--- config.mk ---
export PLATFORM = sky130hd
export DESIGN_NAME = xm23_fetch_sequencer
export DESIGN_NICKNAME = d
export VERILOG_FILES = /design/src/rtl/xm23_fetch_sequencer.sv
export SDC_FILE = /design/constraint.sdc
export NUM_CORES = 1
export LEC_CHECK = 0
export CAP_MARGIN = 20
export CORE_MARGIN = 1.5
export CORE_UTILIZATION = 46
export DETAILED_ROUTE_END_ITERATION = 7
export PLACE_DENSITY = 0.75
export SYNTH_ARGS = -nofsm -noshare
export SYNTH_HDL_FRONTEND = slang
export SYNTH_SLANG_ARGS = --single-unit
export TNS_END_PERCENT = 20
--- constraint.sdc ---
create_clock -name clk_in -period 2.09 [get_ports clk_in]
set_input_delay 0.209 -clock clk_in [delete_from_list [all_inputs] [get_ports clk_in]]
set_output_delay 0.209 -clock clk_in [all_outputs]
set_load 0.005 [all_outputs]
--- src/rtl/xm23_fetch_sequencer.sv ---
// XM23 fetch sequencer: clock-enable tick generator, PC and
// instruction register, instruction-memory handshake.
module xm23_fetch_sequencer #(
    parameter int unsigned DIVIDER  = 50_000_000,
    parameter logic [15:0] PC_RESET = 16'h0000
) (
    input  logic        clk_in,
    input  logic        reset,
    input  logic        run,
    input  logic        step,
    output logic        tick,
    output logic        led,
    output logic        imem_req,
    output logic [15:0] imem_addr,
    input  logic        imem_ack,
    input  logic [15:0] imem_rdata,
    input  logic        stall,
    input  logic        branch_taken,
    input  logic [15:0] branch_target,
    output logic [15:0] pc,
    output logic [15:0] ir,
    output logic        ir_valid,
    output logic        ir_load,
    output logic        overrun
);

    localparam int CW = $clog2(DIVIDER);
    localparam logic [CW-1:0] LAST = CW'(DIVIDER - 1);
    localparam logic [15:0] PC_INIT = {PC_RESET[15:1], 1'b0};

    typedef enum logic {
        S_WAIT,
        S_FETCH
    } state_t;

    state_t        state, state_nxt;
    logic [CW-1:0] counter;
    logic          step_q;
    logic          tick_nxt;
    logic          pend, pend_nxt;
    logic          overrun_nxt;
    logic          valid_nxt;
    logic          load_nxt;
    logic [15:0]   pc_nxt, ir_nxt;

    // Free-run divider end-of-count, or a step edge while halted.
    assign tick_nxt = run ? (counter == LAST) : (step & ~step_q);

    assign imem_req  = (state == S_FETCH);
    assign imem_addr = pc;

    // Tick generator: divider counter, step edge detect, heartbeat.
    always_ff @(posedge clk_in or posedge reset) begin
        if (reset) begin
            counter <= '0;
            step_q  <= 1'b0;
            tick    <= 1'b0;
            led     <= 1'b0;
        end else begin
            step_q <= step;
            tick   <= tick_nxt;
            led    <= led ^ tick_nxt;
            if (!run || counter == LAST) begin
                counter <= '0;
            end else begin
                counter <= counter + 1'b1;
            end
        end
    end

    // Sequencer state, PC, instruction register and tick bookkeeping.
    always_ff @(posedge clk_in or posedge reset) begin
        if (reset) begin
            state    <= S_WAIT;
            pc       <= PC_INIT;
            ir       <= '0;
            ir_valid <= 1'b0;
            ir_load  <= 1'b0;
            pend     <= 1'b0;
            overrun  <= 1'b0;
        end else begin
            state    <= state_nxt;
            pc       <= pc_nxt;
            ir       <= ir_nxt;
            ir_valid <= valid_nxt;
            ir_load  <= load_nxt;
            pend     <= pend_nxt;
            overrun  <= overrun_nxt;
        end
    end

    // Next-state logic: accept ticks in WAIT, complete fetches in FETCH.
    always_comb begin
        state_nxt   = state;
        pc_nxt      = pc;
        ir_nxt      = ir;
        valid_nxt   = ir_valid;
        load_nxt    = 1'b0;
        pend_nxt    = pend;
        overrun_nxt = overrun;
        unique case (state)
            S_WAIT: begin
                // A deferred tick is consumed here; a fresh one
                // arriving in the same cycle cannot be kept.
                pend_nxt = 1'b0;
                if (tick && pend) begin
                    overrun_nxt = 1'b1;
                end
                if ((tick || pend) && !stall) begin
                    state_nxt = S_FETCH;
                    if (branch_taken) begin
                        pc_nxt    = {branch_target[15:1], 1'b0};
                        valid_nxt = 1'b0;
                    end
                end
            end
            S_FETCH: begin
                if (tick) begin
                    if (pend) begin
                        overrun_nxt = 1'b1;
                    end else begin
                        pend_nxt = 1'b1;
                    end
                end
                if (imem_ack) begin
                    ir_nxt    = imem_rdata;
                    valid_nxt = 1'b1;
                    pc_nxt    = pc + 16'd2;
                    load_nxt  = 1'b1;
                    state_nxt = S_WAIT;
                end
            end
            default: begin
                state_nxt = S_WAIT;
            end
        endcase
    end

endmodule
==> metrics.txt, run 1 <==
wire length of the first global-routing pass=12.1 mm; number of clock sinks=65; core outline area=6910 um2; number of maximum-capacitance constraint violations=0; adder-cell share of the synthesized area=0.0112; number of placement rows=30; fin. max-slew vios=0; synthesized netlist cell count=327; XOR/XNOR share of the synthesized area=0.0313; cell leakage power=1.86 nW; layout cells sized above 1=0.117; number of setup violations in the final report=0; required time reported for the critical path endpoint=2290 ps; cell type with the largest total area after synthesis=sky130_fd_sc_hd__dfrtp_1; share of the synthesized area in the top cell type=0.485; minimum clock period=1830 ps; Resize count post-CTS=0; pin count of the biggest net entering global routing=35; Layout Area Growth over Synthesis=33.7%; VDD IR max=421 uV; # H-tree levels=3; die boundary width=88.4 um; simple-gate share of the synthesized area=0.207; Skew-Pair Late Insertion Delay=330 ps; total global routing track utilization=0.200; Post-Route Utilization=0.650; hold buffer count at cts=0; TritonCTS clock tree=yes; number of design-rule violations left by the first detailed-router iteration=142; leading post-synthesis cells by instance count=sky130_fd_sc_hd__dfrtp_1, sky130_fd_sc_hd__nor2_1, sky130_fd_sc_hd__a21oi_1; distinct cell type count of the synthesized netlist=49; number of antenna violations at the first check in global routing=0; Reg2Reg Launch Point=counter[18]; capturing element type of the critical path=flip-flop; Yosys Warn Count=0; period utilization=0.877; routed via count=2,800; Area contributors post-synth=sky130_fd_sc_hd__dfrtp_1, sky130_fd_sc_hd__mux2_2, sky130_fd_sc_hd__a21oi_1; total overflow reported by the global router=0; post-DP HPWL=5.33 mm; status=finished clean; FF-to-FF End=counter[24]; crit-path max cell delay=470 ps; maximum frequency from static timing analysis=0.546 GHz; maximum clock path buffer count=2; fin nets=447; area fraction in compound gates after synthesis=0.136; post-CTS setup repair buffer count=0; die boundary height=88.4 um; total negative slack for setup checks=0 ps; Via-to-Cell Ratio=5.53; Detail Route met2 WL=3.70 mm; Port-buffer cells=89; portion of netlist area occupied by mux cells=0.0656; share of the yosys chip area belonging to registers=0.485; number of top-level design ports=93; Synth Flop Type=sky130_fd_sc_hd__dfrtp_1; DRT antenna net count=0; area of the mapped netlist=3360 um2; setup repair after global routing missed its margin=false; first element of the critical path=counter[18]; most flop-heavy register=counter; Root Buffer=sky130_fd_sc_hd__clkbuf_8; power per unit of standard cell area=925 nW/um2; asr flop ratio synth=1.00; Reg2Reg Setup Slack=260 ps; CP Capture Point=counter[24]; routed metal-1 wirelength=3.33 mm; top layer reached by signal wires=met4; startpoint-to-endpoint class of the critical path=flip-flop to flip-flop; Avg WL per Cell=14.8 um; routability-driven placement congestion ratio=0.790; cell with the most instances after synthesis=sky130_fd_sc_hd__dfrtp_1; data arrival time of the worst path=2030 ps; CTS Buf Count=9; diodes inserted=0; cell with the biggest individual delay on the critical path=sky130_fd_sc_hd__nor4b_1; Setup Skew=13.8 ps; total of flip-flops plus latches after synthesis=65; crit-path cells=nor4b_1, nand4_1, o21ai_2, buf_4, a21oi_1; Routed met3 length=426 um; Synth Area per Inst=10.3 um2; initial standard-cell utilization of the core=0.486; Die ar.=7820 um2; type of the tightest min-delay check=input pin to async pin; length of the first detailed-routing pass in iterations=4; Clock Pin Slew Worst Setup and Hold Paths=70 ps; hold violation count in the final report=0; filler cell count=572; routed wire length=7.50 mm; peak fanout along the critical path=25; largest family of logic cells by synthesized area=simple AND/OR/NAND/NOR gates; number of enable-type register cells in the synthesized netlist=0; worst reg2reg path depth=5; Largest register FFs=26; count of unresolved DRC violations after routing=0; launching element type of the critical path=flip-flop; number of global-route vias before repair=2,578
-- cell usage in the layout (no fill, tap or decap), types with 4 or more instances in the layout --
master	Yosys	routed
sky130_fd_sc_hd__nand4_1	8	8
sky130_fd_sc_hd__or3_1	6	6
sky130_fd_sc_hd__mux2i_1	4	4
sky130_fd_sc_hd__clkdlybuf4s50_1	0	89
sky130_fd_sc_hd__nor2_1	27	27
sky130_fd_sc_hd__a21oi_1	26	26
sky130_fd_sc_hd__dfrtp_1	65	65
sky130_fd_sc_hd__nand3_1	19	19
sky130_fd_sc_hd__nand2_1	16	16
sky130_fd_sc_hd__and3_1	7	7
sky130_fd_sc_hd__xor2_1	9	9
sky130_fd_sc_hd__inv_1	9	8
sky130_fd_sc_hd__a31oi_1	5	5
sky130_fd_sc_hd__clkbuf_8	0	11
sky130_fd_sc_hd__o21ai_0	7	7
sky130_fd_sc_hd__nor3_1	6	6
sky130_fd_sc_hd__mux2_2	16	16
sky130_fd_sc_hd__or4_1	7	7
sky130_fd_sc_hd__o31ai_1	9	9
sky130_fd_sc_hd__o22a_1	9	9
-- how the worst min path moves through the flow --
stage          startpoint           to  slack [ps]  cells after the start
2_1_floorplan        step       step_q         240                      0
3_3_place_gp      overrun      overrun         440                      1
3_5_place_dp          led          led         460                      1
4_1_cts             reset   counter[3]         220                      2
5_1_grt             reset  counter[16]         250                      2
6_report            reset  counter[14]         220                      2
-- where the power goes --
group / switching, mW / total, mW / internal [mW]
Clock: 0.484 / 1.22 / 0.733
Combinational: 0.393 / 1.21 / 0.814
Sequential: 0.243 / 1.73 / 1.49
Total: 1.12 / 4.15 / 3.03
-- final cells by class --
type | instances | area (um2) | area share
multi-input combinational | 225 | 1520 | 0.339
clock inverter | 5 | 77.6 | 0.0173
timing repair buffer | 94 | 953 | 0.212
inverter | 10 | 37.5 | 0.00836
sequential | 65 | 1630 | 0.362
clock buffer | 11 | 151 | 0.0337
tap | 96 | 120 | 0.0268
-- worst max-delay path, delay by kind of cell (launching register included) --
family / cells / cell delay (ps)
simple gates: 2 / 730
flops: 1 / 430
buf+inv: 1 / 290
compound gates: 2 / 260
-- metal layers --
| layer | vias up | GRT usage |
|---|---|---|
| met5 | - | 0 |
| met3 | 4 | 0.0494 |
| met4 | 0 | 0.0497 |
| met2 | 80 | 0.337 |
| li1 | 1345 | - |
| met1 | 1371 | 0.260 |
-- cell families after synthesis --
family                   after synthesis
AO/OA/AOI/OAI                         70
flip-flops                            65
adder cells (fa/ha/maj)                3
XOR/XNOR                              12
buffers and inverters                 38
other                                  1
multiplexers                          20
AND/OR/NAND/NOR                      118
-- through the flow --
step                setup WS [ps]  hold WS, ps  power, mW  instances  cell area (um2)
CTS                           274          223       4.19        506             4490
finish                        258          218       4.15        506             4490
floorplan                     255          240       2.27        328             3360
detailed placement            343          461       2.98        490             4260
global route                  181          251       4.39        506             4490
global placement              339          443       2.94        490             4260
Note: power is estimated with default switching activity, not from simulation.
==> inputs of run 2 (changes only) <==
--- a/config.mk
+++ b/config.mk
@@ -10,6 +10,7 @@
 export CORE_UTILIZATION = 46
 export DETAILED_ROUTE_END_ITERATION = 7
 export PLACE_DENSITY = 0.75
+export SLEW_MARGIN = 0
 export SYNTH_ARGS = -nofsm -noshare
 export SYNTH_HDL_FRONTEND = slang
 export SYNTH_SLANG_ARGS = --single-unit
==> results of run 2 <==
Same layout as run 1: the final DEF is identical, and so are final timing and power.
==> inputs of run 3 (changes only) <==
--- a/config.mk
+++ b/config.mk
@@ -8,6 +8,7 @@
 export CAP_MARGIN = 20
 export CORE_MARGIN = 1.5
 export CORE_UTILIZATION = 46
+export CTS_CLUSTER_SIZE = 12
 export DETAILED_ROUTE_END_ITERATION = 7
 export PLACE_DENSITY = 0.75
 export SLEW_MARGIN = 0
==> results of run 3 <==
Same layout as run 1: the final DEF is identical, and so are final timing and power.
